File: src/rtl/count_ctrl.sv
// rtl/count_ctrl.sv - run/stop interval timer around a WIDTH-bit up counter (optional COUNT_CTRL_IRQ_EN adds irq/irq_ack)
module count_ctrl #(
  parameter int WIDTH = 4,
  parameter int PW    = 8
) (
  input  logic             clk,
  input  logic             reset,
  input  logic             start,
  input  logic             stop,
  input  logic             pause,
  input  logic             mode,
  input  logic [WIDTH-1:0] limit,
  output logic [WIDTH-1:0] counter,
  output logic             busy,
  output logic             tick,
  output logic             done,
  output logic [PW-1:0]    periods
`ifdef COUNT_CTRL_IRQ_EN
  ,
  output logic             irq,
  input  logic             irq_ack
`endif
);

  typedef enum logic [1:0] {
    IDLE  = 2'd0,
    RUN   = 2'd1,
    PAUSE = 2'd2,
    DONE  = 2'd3
  } state_t;

  localparam logic [PW-1:0] PERIODS_MAX = '1;

  state_t           state;
  logic [WIDTH-1:0] limit_q;
  logic             mode_q;
  logic             terminal;
  logic             can_arm;
  logic [PW-1:0]    periods_inc;

  // Terminal count compares against the limit captured at start, not the live input
  assign terminal    = (counter == limit_q);
  assign can_arm     = (state == IDLE) || (state == DONE);
  assign periods_inc = (periods == PERIODS_MAX) ? periods : periods + PW'(1);

  // Status decode from registered state; tick is suppressed by a same-cycle pause or stop
  assign tick = (state == RUN) && terminal && !pause && !stop;
  assign busy = (state == RUN) || (state == PAUSE);
  assign done = (state == DONE);

  // Sequencer and datapath: stop beats start, start beats pause, pause beats counting
  always_ff @(posedge clk or posedge reset) begin
    if (reset) begin
      state   <= IDLE;
      counter <= '0;
      limit_q <= '0;
      mode_q  <= 1'b0;
      periods <= '0;
    end else if (stop) begin
      // periods is left alone so software can still read the tally after an abort
      state   <= IDLE;
      counter <= '0;
    end else if (start && can_arm) begin
      state   <= RUN;
      counter <= '0;
      limit_q <= limit;
      mode_q  <= mode;
      periods <= '0;
    end else begin
      case (state)
        IDLE: begin
          counter <= '0;
        end
        RUN: begin
          if (pause) begin
            state <= PAUSE;
          end else if (terminal) begin
            periods <= periods_inc;
            if (mode_q) begin
              counter <= '0;
            end else begin
              state <= DONE;
            end
          end else begin
            counter <= counter + WIDTH'(1);
          end
        end
        PAUSE: begin
          if (!pause) begin
            state <= RUN;
          end
        end
        DONE: begin
          counter <= limit_q;
        end
        default: begin
          state <= IDLE;
        end
      endcase
    end
  end

`ifdef COUNT_CTRL_IRQ_EN
  // Sticky interrupt: a new terminal count takes precedence over an acknowledge
  always_ff @(posedge clk or posedge reset) begin
    if (reset) begin
      irq <= 1'b0;
    end else if (tick) begin
      irq <= 1'b1;
    end else if (irq_ack) begin
      irq <= 1'b0;
    end
  end
`endif

endmodule
File: config.mk
export PLATFORM = sky130hd
export DESIGN_NAME = count_ctrl
export DESIGN_NICKNAME = d
export VERILOG_FILES = /design/src/rtl/count_ctrl.sv
export SDC_FILE = /design/constraint.sdc
export NUM_CORES = 1
export LEC_CHECK = 0
export ABC_CLOCK_PERIOD_IN_PS = 2380
export BUFFER_PORTS_ARGS = -buffer_cell sky130_fd_sc_hd__buf_2
export CORE_ASPECT_RATIO = 0.7
export CORE_MARGIN = 1.5
export CORE_UTILIZATION = 30
export CTS_BUF_LIST = sky130_fd_sc_hd__clkbuf_2
export CTS_CLUSTER_DIAMETER = 100
export DETAILED_ROUTE_END_ITERATION = 8
export GPL_TIMING_DRIVEN = 1
export PLACE_DENSITY = 0.49
export SLEW_MARGIN = 20
export SYNTH_ARGS = -nofsm -noshare
export SYNTH_HDL_FRONTEND = slang
export SYNTH_SLANG_ARGS = --single-unit
File: constraint.sdc
create_clock -name clk -period 2.38 [get_ports clk]
set_clock_uncertainty 0.1 [all_clocks]
set_input_delay 0 -clock clk [delete_from_list [all_inputs] [get_ports clk]]
set_output_delay 0 -clock clk [all_outputs]
set_load 0.02 [all_outputs]
---- After elaboration in Yosys (flattened, before gate mapping) ----
Cells that the tools add are included.
word-level totals
  bits in registers ....................... 19
  bits in latches ......................... 0
  bits in writable memories ............... 0
  ROM bits ................................ 0
  output and inout port bits .............. 15
  word-level logic and storage cells ...... 55
  memories kept ........................... 0
cells by class
  add/subtract/negate cells ............... 2
  $mul .................................... 0
  divide/modulo/power cells ............... 0
  magnitude comparators ................... 0
  equal/unequal tests ..................... 12
  shift operators ......................... 0
  mux-type cells .......................... 18
  bitwise gates (word level) .............. 1
  reduce and logical (&&, ||, !) cells .... 17
operators by type and width
  kind                                                    number
  2-to-1 mux 8 bit                                        5
  2-to-1 mux 4 bit                                        5
  inequality test 5 x 4 -> 1 bit (second input constant)  3
  2-to-1 mux 2 bit                                        6
  case mux 4 bit (3 select lines)                         1
  adder 8 x 1 -> 8 bit (second input constant)            1
  equality test 8 bit (second input constant)             1
  inequality test 4 x 3 -> 1 bit (second input constant)  2
  AND reduction 5 bit                                     1
  nonzero test 5 bit                                      1
  adder 4 x 1 -> 4 bit (second input constant)            1
  equality test 2 bit (second input constant)             2
  equality test 4 bit                                     1
  logical AND 1 bit                                       4
  inequality test 2 x 1 -> 1 bit (second input constant)  2
  case mux 2 bit (2 select lines)                         1
  AND reduction 4 bit                                     1
  nonzero test 2 bit                                      2
  nonzero test 4 bit                                      1
  AND reduction 3 bit                                     1
  equality test 2 x 1 -> 1 bit (second input constant)    1
  logical NOT 1 bit                                       2
  logical NOT 2 bit                                       1
  logical OR 1 bit                                        2
  other kinds (2)                                         2

---- Depth between registers and ports, before layout ----
Gate-level depths: netlist of the first run.
  depth after elaboration ................. 6
  gate-level depth with buffers ........... 8

---- Worst setup path after synthesis of the first run ----
OpenSTA, ideal clock, no wires.
  kind .................................... register to register
  start ................................... register state[0]
  end ..................................... register counter[0]
  arrival ................................. 2.033 ns
  slack ................................... 0.122 ns
  cell stages (with the launch flop) ...... 9
  period minus slack after synthesis ...... 2.258 ns
  cell sequence ........................... dfrtp_1 inv_1 ha_1 nand2b_4 buf_8 nand3_2 or3_1 nand3_2 mux2_2
between the ends
  longest elaborated chain between the ends .. 5
RTL lines
  element                                                                   line    text
  from (decl)                                                               34      state_t state;
  from (signal assigned)                                                    54      state <= IDLE;
  from (signal assigned)                                                    61      state <= IDLE;
  from (signal assigned)                                                    64      state <= RUN;
  equality test 2 bit / logical NOT 2 bit (equally long branches)           43, 70
  logical OR 1 bit                                                          43      assign can_arm = (state == IDLE) || (state == DONE);
  logical AND 1 bit                                                         63      end else if (start && can_arm) begin
  inequality test 5 x 4 -> 1 bit (no line) (tied with other cells)          n/a
  AND reduction 3 bit (no line) / 2-to-1 mux 4 bit (equally long branches)  n/a
  to (signal assigned)                                                      85      counter <= counter + WIDTH'(1);
  to (signal assigned)                                                      94      counter <= limit_q;
  to (decl)                                                                 13      output logic [WIDTH-1:0] counter,
Several ways; a longest one is shown, not always the timed one.
A chain may end at the register's enable or synchronous reset.

---- Worst setup path in the final report of the first run ----
  start ................................... register state[0]
  end ..................................... register counter[1]
The elaborated chain is that of the path after synthesis.

==> results.txt, run 1 <==
The initial cell density of the core is 0.3241, and the setup TNS is 0 ns. For this block, wires on met1 add up to 1.631 mm. The core area is 4065 sq um, and the post-synthesis async set-or-reset flop share is 1.000. In the final layout, the multi-input gates occupy 774.5 sq um. The cell area that synthesis handed to floorplanning was 1318 sq um. The worst setup slack after placement is 0.1585 ns.

After detailed routing, the average wire length per cell comes to 14.39 um. Compared with the post-synthesis result, the final layout area differs by 20.04%. The largest fanout on the critical path is 8, and the part of the Yosys area used for sequential elements is 0.3609. For the synthesized netlist cell count, the log shows 139.

The die is 82.21 um wide. The detailed-router iteration count before antenna repair is 4. After layout, the minimum clock period comes to 2.218 ns. The highest metal layer used by the detailed router was met4. In the post-synthesis netlist, the cell with the most instances is nand2_1. The final HPWL from detailed placement is 2.440 mm, and the final count of hold timing violations is 0.

The register share of total power is 0.362. The remaining max-slew budget at the tightest pin is 0.5019, and the placer's final routability congestion estimate is 0.7729. The clock root buffer master was clkbuf_2.

Number of antenna violations at the first check in global routing: 0. In this run the most critical hold path is launched from pause. The internal power of the cells totals 0.7605 mW. Counting every net in the synthesized netlist gives 157. In the synthesized netlist the dominant register cell turns out to be dfrtp_1. The critical path starts at state[0]$_DFFE_PP0P_. The required time at the endpoint of the critical path was 2.50 ns; the number of nets in the layout was 191. The sequential cells in the finished layout cover a total of 476.7 sq um. The die is 58.45 um tall. Setup violations remaining at the end of the flow were counted as 0.

The clock share of power came out at 0.106. The floorplan has 19 rows. The tool flagged a number of max-cap violations equal to 0. The tools report the depth of the CTS H-tree as 1.

The largest vdd supply drop was 508.3 uV; the power share of the combinational group was 0.532. After synthesis, the mean cell area works out to 9.479 sq um. The run gives 402 as the number of fillers in the final layout. The type of the setup path with the least slack is flip-flop to flip-flop. The final cycle utilization of the critical path works out to 0.9320. Clock latency on the worst-skew pair, taken at its later pin, is 0.32 ns. For this design the total switching power over the nets is 0.6518 mW. The run gives 2.34 ns as the arrival time of data at the critical path endpoint. Buffer levels on the longest clock path: 2. The switching portion of total power was 0.4615.

The path category of the worst min-delay check is input pin to flip-flop. Once routing completed, OpenROAD measured the worst setup slack at 0.1618 ns. Setup repair after global routing left no endpoint under its margin. TritonCTS built the clock tree.

The type of destination of the critical path is a flip-flop. In this run the critical register-to-register path is launched from state[0]$_DFFE_PP0P_. The share of post-route cells with drive strength above 1 is 0.2616, and the wire length of the first global-routing pass is 5.416 mm. The count of antenna-violating nets left after detailed routing was 0; the number of buffers added by the clock tree synthesis step was 3. Pin count of the biggest net entering global routing: 20. The via count of the first global-routing pass was 1113; the max-slew violation count was 0.

Timing would allow up to 450.8 MHz. The power density relative to cell area works out to 893.0 nW/um^2. The repair_antennas step left the layout with diodes totalling 0. The run gives 3.223 mm as the total wirelength of the detailed-routed design.

The routed via count divided by cell count was 5.134; the global-route usage over all layers was 0.1496. CTS saw 19 sinks. The area of the die is 4804 sq um.

The total overflow left after global routing is 0. By area the synthesized netlist is led by dfrtp_1 (36%), ha_1 (7.6%), nand2_1 (7.4%), xnor2_1 (3.3%), nand3_1 (2.7%). The yosys synthesis warning count is 0. The count of buffers added on input and output ports is 24. For the met3 wire length, the log shows 171 um. The overall via count from detail_route was 1150.

The tools report the sort of element at the start of the critical path as a flip-flop. The flip-flop and latch count after synthesis is 19, and the clock-pin slew reported for the worst setup and hold paths after clock tree synthesis is 0.19 ns. The number of flops mapped to enable cells by yosys is 0, and the count of unique library cells instantiated by Yosys is 45.

The commonest cells after synthesis are nand2_1 (26), dfrtp_1 (19), ha_1 (8). For this block, the initial DRC count from the detailed router was 52. The analysis attributes to cell leakage a power of 0.7662 nW. Of all cell types, the one taking the most synthesized area is dfrtp_1. The tools report the number of remaining DRC errors as 0. The detailed-routed wire length on met2 came out at 1.402 mm. For the number of ports placed on the die boundary, the log shows 25. For the pin with the worst max-slew slack, the measured transition is 0.7463 ns. The top-area cell type share of the netlist area is 0.3609. The flow ran to the end, and the final reports show no timing, DRC or antenna violations.
-- per-layer routing --
layer | up-vias | GRT usage
li1 | 572 | -
met1 | 550 | 0.2192
met2 | 26 | 0.2218
met3 | 2 | 0.04186
met4 | 0 | 0.02421
met5 | - | 0
-- cell type report --
| class | instances | area share |
|---|---|---|
| Timing Repair Buffer | 35 | 0.1408 |
| Sequential cell | 19 | 0.3014 |
| Multi-Input combinational cell | 108 | 0.4897 |
| Inverter | 6 | 0.01424 |
| Clock buffer | 4 | 0.01266 |
| Tap cell | 52 | 0.04114 |
-- sequential cells by signal (all words and copies together) (netlist names) --
signal and cells:
periods 8, limit_q 4, state 2, counter 4, mode_q 1
-- cells by family after synthesis --
family,count (synthesis),share of synthesized area
buffers and inverters,12,0.05127
AOI/OAI and AO/OA,25,0.1577
xor gates and xnor gates,5,0.03324
DFF,19,0.3609
adders and majority gates,8,0.07598
muxes,4,0.03229
and+or+nand+nor,66,0.2887
-- final timing paths --
| check | end | slack, ns | depth (start not counted) |
|---|---|---|---|
| setup / recovery | counter[1]$_DFFE_PP0P_ | 0.16 | 7 |
| hold / removal | periods[0]$_DFFE_PP0P_ | 0.01 | 4 |
| setup reg to reg | counter[1]$_DFFE_PP0P_ | 0.16 | 7 |
| hold reg to reg | periods[6]$_DFFE_PP0P_ | 0.44 | 1 |
| max in group asynchronous | state[1]$_DFFE_PP0P_ | 1.43 | 3 |
| min in group asynchronous | limit_q[3]$_DFFE_PP0P_ | 0.23 | 3 |
-- repair_timing --
item / 4_1_cts / 5_1_grt
hold buffers: 8 / 0
hold endpoints to repair: 28 / 0
gates resized for setup: 0 / 1
setup buffers: 0 / 1
setup endpoints to repair: 0 / 2
-- per-stage QoR --
stage	hold slack, ns	area, sq um	utilization	cells	total power [mW]
6_report	0.01265	1582	0.3890	224	1.412
5_1_grt	0.02003	1582	0.3890	224	1.543
4_1_cts	0.008603	1573	0.3869	223	1.412
3_5_place_dp	0.07908	1473	0.3623	211	1.249
3_3_place_gp	0.07315	1473	0.3623	211	1.224
2_1_floorplan	-0.1489	1318	-	139	1.093
-- power by group through the flow --
stage | logic [mW] | clock network (mW) | registers, mW
finish | 0.751 | 0.150 | 0.512
global route | 0.842 | 0.169 | 0.532
CTS | 0.741 | 0.158 | 0.513
detailed placement | 0.732 | 0 | 0.518
global placement | 0.709 | 0 | 0.515
floorplan | 0.580 | 0 | 0.513
-- worst max-delay path, stage by stage (launching register included) --
cell and delay, ns:
dfrtp_1 0.41, inv_1 0.10, ha_1 0.35, nand2b_4 0.20
nand3_2 0.14, or3_1 0.37, nand3_2 0.12, mux2_2 0.34
-- layout by cell type (no fill, tap or decap), types with 2 or more instances in the layout --
master / Yosys / final
a21oi_1: 2 / 2
a31oi_1: 2 / 2
a32o_1: 3 / 3
a32oi_1: 2 / 2
buf_2: 3 / 24
buf_4: 0 / 3
clkbuf_2: 0 / 4
dfrtp_1: 19 / 18
dlygate4sd3_1: 0 / 8
ha_1: 8 / 8
inv_1: 6 / 6
mux2_2: 2 / 2
mux2i_1: 2 / 2
nand2_1: 26 / 26
nand2b_4: 2 / 2
nand3_1: 7 / 7
nand3_2: 2 / 2
nand4_1: 4 / 4
nor2_1: 5 / 5
nor2b_1: 2 / 2
nor3_1: 4 / 4
nor4_1: 2 / 2
nor4b_1: 2 / 2
o211ai_1: 2 / 2
o21ai_1: 2 / 2
o311ai_1: 2 / 2
or3_1: 3 / 3
xnor2_1: 5 / 5
Note: power is estimated with default switching activity, not from simulation.
==> run 2: changes to the inputs <==
--- a/constraint.sdc
+++ b/constraint.sdc
@@ -3,3 +3,3 @@
 set_input_delay 0 -clock clk [delete_from_list [all_inputs] [get_ports clk]]
 set_output_delay 0 -clock clk [all_outputs]
-set_load 0.02 [all_outputs]
+set_load 0.1 [all_outputs]
==> run 2 against run 1 <==
Compared with the run above: sequential share of layout area shrank 0.36 points; maximum frequency grew 1.2%; utilization grew 0.37 points; die area is the same; clock power is essentially flat; global-route usage grew 0.16 points; largest power group unchanged.
==> results.txt, run 2 (synthesis gave the netlist of run 1 again) <==
Setup violations remaining at the end of the flow were counted as 0. For this run, design rule violations remaining after detail routing come to 0. The largest vdd supply drop came out at 800.0 uV. Max-cap violations in this run came to 0.

Summed over all nets, the switching power comes to 0.9451 mW. The total inserted antenna cells was 0. The detailed router finished its first iteration with 29 violations. The overall die width came out at 82.21 um. The worst setup path is of the flip-flop to flip-flop kind. The final non-filler cell area came out at 1597 sq um.

The largest registers in the layout are periods (8), counter (4), limit_q (4). Data on the critical path arrives at its endpoint at 2.33 ns. The global-route usage over all layers is 0.1512. Counting along the longest clock path gives a buffer depth of 2. Area growth from synthesis to final layout: 21.18%. The library cells used most frequently in the layout, excluding fill and tap cells, are nand2_1 (26), buf_2 (24), dfrtp_1 (19).

Summed over all layers, the global routing overflow is 0. TritonCTS built the clock tree. The number of clock buffers added by TritonCTS is 3. The sink count of the clock tree is 19, and the cell leakage power is 0.7700 nW. CTS placed an instance of clkbuf_2 at the clock tree root. The average routed wire per standard cell was 14.76 um.

The run gives 0.04852 ns as the smallest hold slack. Counting cells, the worst reg-to-reg path comes to 6. Final count of hold timing violations: 0. The register bank with the most flops is periods.

The number of ports placed on the die boundary was 25; the max-slew violation count was 0. The worst path needs 2.193 ns of the cycle, external delays included. For this run, the detailed router's first-pass iteration total came to 4.

Setup repair after global routing left no endpoint under its margin. The final cycle utilization of the critical path is 0.9213. The first global-routing pass estimated 5.457 mm of wire. The worst hold path belongs to the class input pin to flip-flop. At the end of routability-driven placement, the weighted congestion stood at 0.7707. The cell-internal power was 0.7626 mW; the area occupied by multi-input gates was 798.3 sq um. The worst setup path is captured at a flip-flop. For the number of nets in the layout, the log shows 190. The final layout contains routed wiring with a total length of 3.291 mm.

The number of antenna violations at the first check in global routing came out at 0. The power share of the combinational group was 0.612. The flow ran to the end, and the final reports show no timing, DRC or antenna violations. The routed via count divided by cell count is 5.327. The die covers 4804 sq um. The register with the most flip-flops in the layout has 8 of them.

The core area was 4065 sq um; the transition time at the pin with the least slew margin was 0.7306 ns. The via count of the first global-routing pass came out at 1113. Leaving out fill and tap cells, the most frequent cell in the layout is nand2_1. Latest clock arrival within the worst-skew pair: 0.32 ns. The count of nets left with antenna violations once routing finished came out at 0. Power spread over the standard cell area amounts to 1070 nW/um^2. The register share of total power is 0.301. The switching portion of total power works out to 0.5534. The largest fanout on the critical path works out to 7. The required time at the endpoint of the critical path was 2.51 ns. The cell area reported after detailed placement was 1496 sq um. The sort of element at the start of the critical path is a flip-flop.

Final design utilization: 0.3927. The worst hold path was traced through 4 stages. The share of post-route cells with drive strength above 1 was 0.2632; the clock-pin slew reported for the worst setup and hold paths after clock tree synthesis was 0.18 ns. The clock share of power came out at 0.087. The final HPWL from detailed placement is 2.559 mm, and the worst setup slack after placement is 0.2078 ns. The initial cell density of the core was 0.3241; the depth of the CTS H-tree was 1.

Entering global routing, the biggest net connects 20 pins. Counting the fill cells in the layout gives 425. The tools report the number of instances resized during post-cts repair as 0.

The tools report the worst setup margin as 0.1872 ns. After floorplanning, the core was divided into 19 placement rows. The sequential cells in the finished layout cover a total of 475.5 sq um. The chip height was 58.45 um; the remaining max-slew budget at the tightest pin was 0.5124. Static timing analysis puts the maximum clock frequency at 456.0 MHz. The overall via count from detail_route was 1188. In this run the tool buffered the top-level ports with 24 buffer cells.
[run 2: cell count changes in the layout (fill, tap and decap cells not counted)]
cell | before | now
buf_4 | 3 | 2
nor3_1 | 4 | 3
nor3_4 | 0 | 1
dfrtp_2 | 1 | 0
dfrtp_1 | 18 | 19
ha_4 | 0 | 1
ha_1 | 8 | 7
[run 2: metal layers]
layer / up-vias / global-route usage / routed length [um]
met5: - / 0 / 0
met4: 0 / 0.01453 / 13
met3: 2 / 0.04186 / 154
met2: 33 / 0.2404 / 1471
met1: 580 / 0.2125 / 1651
li1: 573 / - / -
[run 2: worst max-delay path, stage by stage (launching register included)]
cell	delay [ns]
dfrtp_1	0.46
inv_1	0.16
ha_1	0.39
nand3_2	0.19
or3_1	0.35
nand3_2	0.12
mux2_2	0.34
[run 2: final cells by class]
| type | instances | area share |
|---|---|---|
| flip-flops and latches | 19 | 0.2978 |
| multi-input cells | 108 | 0.5000 |
| well taps | 52 | 0.04075 |
| inverters | 6 | 0.01411 |
| clock buffers | 4 | 0.01254 |
| repair buffers | 34 | 0.1348 |
[run 2: final timing paths]
check                                       start  slack, ns                      to
min in group asynchronous                   reset       0.22  counter[1]$_DFFE_PP0P_
max in group asynchronous                   reset       1.51  periods[5]$_DFFE_PP0P_
setup reg to reg             state[1]$_DFFE_PP0P_       0.19  counter[1]$_DFFE_PP0P_
hold reg to reg            periods[6]$_DFFE_PP0P_       0.42  periods[6]$_DFFE_PP0P_
setup / recovery             state[1]$_DFFE_PP0P_       0.19  counter[1]$_DFFE_PP0P_
hold / removal                              pause       0.05    state[0]$_DFFE_PP0P_
[run 2: stage by stage]
step,power [mW],std cells,TNS [ns]
floorplan,1.422,139,-0.005653
global placement,1.535,211,0
detailed placement,1.560,211,0
CTS,1.721,223,0
global route,1.840,223,0
finish,1.708,223,0
[run 2: power by group through the flow]
stage / logic [mW] / registers, mW / clock network (mW)
floorplan: 0.769 / 0.653 / 0
global placement: 1.02 / 0.517 / 0
detailed placement: 1.04 / 0.518 / 0
CTS: 1.05 / 0.515 / 0.155
global route: 1.13 / 0.534 / 0.171
finish: 1.05 / 0.514 / 0.149
[run 2: what timing repair did]
item | 4_1_cts | 5_1_grt
hold buffers | 8 | 0
setup buffers | 0 | 0
hold endpoints to repair | 27 | 0
==> run 3: changes to the inputs <==
- BUFFER_PORTS_ARGS: -buffer_cell sky130_fd_sc_hd__buf_2 -> unset
- DONT_BUFFER_PORTS: unset -> 1
- PLACE_DENSITY: 0.49 -> 0.45
- SLEW_MARGIN: 20 -> unset
==> run 3 against run 2 <==
Compared with the run above: worst hold slack better by 0.037 ns; combinational power rose by 8%; die area is the same; maximum frequency down 1.6%; final cell count fell by 0.90%; count of clock-buffer cells in the layout decreased by 1; sequential power fell by 3%; non-clock buffer count fell by 2; wire length grew 6.8%; utilization rose by 1.8 points.
==> results.txt, run 3 (synthesis gave the netlist of run 1 again) <==
From synthesis to final layout, the design area changed by 26.88%. For the number of ports placed on the die boundary, the log shows 25. The final layout contains 188 nets. Tracing the worst setup path back leads to its startpoint at state[0]$_DFFE_PP0P_. The initialized floorplan defines 19 standard-cell rows. The total wirelength of the detailed-routed design is 3.516 mm, and the count of antenna-violating nets left after detailed routing is 0. The clock reaches the later pin of the worst-skew pair after 0.33 ns. Once layout is complete, the cells apart from fillers number 221. The register share of total power was 0.281. The detailed-router iteration count before antenna repair was 4; the remaining max-slew budget at the tightest pin was 0.4916. The number of antenna violations at the first check in global routing was 0. The run finished with clean final reports.

The tools report the initial cell density of the core as 0.3241. The switching portion of total power is 0.5453. The share of post-route cells with drive strength above 1 was 0.2249.

The run gives 0.083 as the clock share of power. TritonCTS built the clock tree. The number of instances in the placed design was 202. Setup repair after global routing left no endpoint under its margin. The overall via count from detail_route came out at 1177. The worst hold path passes through 2 cells.

The final cycle utilization of the critical path is 0.9368. In this run the worst path has a maximum fanout of 8. The logs give 0 for the final count of hold timing violations and 0.1651 for the global-route usage over all layers. The cell leakage power is 0.7546 nW, and the worst setup margin is 0.1505 ns. The worst hold path terminates at tick. The overall die width was 82.21 um.

In this run the power density over the cells is 1064 nW/um^2. The cell-internal power was 0.8089 mW. The average routed wire per standard cell works out to 15.91 um.

In this run the register-to-register setup slack is 0.15 ns. The worst register-to-register path has a depth of 7. Summed over all nets, the half-perimeter wirelength after detailed placement is 2.636 mm. The first global-routing pass estimated 5.975 mm of wire. Type of the setup path with the least slack: flip-flop to flip-flop. The register with the most flip-flops in the layout has 8 of them.

Ranked by flip-flop count, first place goes to periods. Dividing the detail-routed via count by the number of cells gives 5.326. After detailed routing, the number of remaining DRC violations is 0. The total inserted antenna cells came out at 0. For the arrival time of data at the critical path endpoint, the log shows 2.36 ns. The via count of the first global-routing pass is 1129. The worst setup path is launched from a flip-flop.

The required time at the endpoint of the critical path is 2.51 ns. The total overflow left after global routing is 0. Entering global routing, the biggest net connects 20 pins. At the end of routability-driven placement, the weighted congestion stood at 0.9173.

The count of buffers from port buffering came out at 0. In this run the vertical extent of the chip is 58.45 um. The transition time at the pin with the least slew margin came out at 0.7618 ns.

Leaving out fill and tap cells, the most frequent cell in the layout is nand2_1. The tools report the worst setup slack after placement as 0.1913 ns. The max-slew violation count was 0. For the number of buffers added by the clock tree synthesis step, the log shows 3.

The count of maximum capacitance violations was 0. The origin of the worst min-delay path is pause. The switching power came out at 0.9702 mW. For the depth of the CTS H-tree, the log shows 1.

The endpoint identified for the worst register-to-register timing path is counter[0]$_DFFE_PP0P_. Setup violations remaining at the end of the flow were counted as 0. Clock-pin slew was measured on the worst setup and hold paths at 0.19 ns. Time the worst path needs with I/O delays and setup: 2.229 ns. The die covers 4804 sq um. Leaving out fill and tap cells, the most frequent cells in the layout are nand2_1 (26), dfrtp_1 (19), buf_4 (17). The worst setup path is captured at a flip-flop. The first routing iteration left 86 violations. IR analysis of the VDD net gives a maximum drop of 928.8 uV. The logs give 0.08527 ns for the smallest hold slack and 2 for the buffer levels on the longest clock path. The logs give 19 for the sink count of the clock tree and 4065 sq um for the core area. The cell sitting at the root of the clock tree is a clkbuf_2. Static timing analysis puts the maximum clock frequency at 448.5 MHz. Reg-to-reg critical path startpoint: state[0]$_DFFE_PP0P_.

The largest registers in the layout are periods (8), counter (4), limit_q (4). The tools report the power share of the combinational group as 0.636. The min-delay analysis places its worst path in the category input pin to output pin.
[run 3: final cells by class]
type	instances	area, sq um
multi-input cells	108	800.8
inverters	6	22.52
well taps	52	65.06
flip-flops and latches	19	475.5
clock inverters	1	5.005
clock buffers	3	15.01
repair buffers	32	287.8
fillers	397	2394
[run 3: worst max-delay path by stage]
stage | cells past startpoint | slack [ns] | end
after floorplan | 4 | -0.006 | tick
after global placement | 7 | 0.28 | counter[1]$_DFFE_PP0P_
after detailed placement | 7 | 0.19 | counter[0]$_DFFE_PP0P_
after CTS | 7 | 0.06 | limit_q[0]$_DFFE_PP0P_
after global routing | 7 | 0.005 | counter[0]$_DFFE_PP0P_
final | 7 | 0.15 | counter[0]$_DFFE_PP0P_
[run 3: critical path, cell delays in order, from the launching register on]
cell and delay (ns):
dfrtp_1 0.45, inv_1 0.14, ha_4 0.30, nand2b_4 0.19, nand3_2 0.14, or3_1 0.35, nand3_2 0.12, mux2_2 0.34
[run 3: power by group through the flow]
stage	sequential, mW	clock [mW]	combinational (mW)
finish	0.500	0.148	1.13
global route	0.515	0.172	1.22
CTS	0.501	0.157	1.11
detailed placement	0.506	0	1.08
global placement	0.505	0	1.06
floorplan	0.653	0	0.769
[run 3: timing repair]
| action | in CTS | in global routing |
|---|---|---|
| resized for setup | 0 | 1 |
| hold buffers | 14 | 0 |
| setup buffers | 0 | 1 |
| setup endpoints to repair | 0 | 7 |
| endpoints found under the hold margin | 36 | 0 |
[run 3: metal layers]
layer  part of all wire  up-vias  global-route usage  routed length (um)
li1                   -      567                   -                   -
met1               0.53      574              0.2646                1865
met2               0.39       34              0.2149                1379
met3              0.072        2             0.05271                 254
met4             0.0046        0             0.02179                  16
met5                  0        -                   0                   0
[run 3: per-stage QoR]
stage               power, mW   TNS [ns]  utilization  cell area (sq um)
detailed placement      1.585          0       0.3693               1501
global route            1.908          0       0.4112               1672
CTS                     1.772          0       0.4087               1662
finish                  1.779          0       0.4112               1672
floorplan               1.422  -0.005653            -               1341
global placement        1.562          0       0.3693               1501
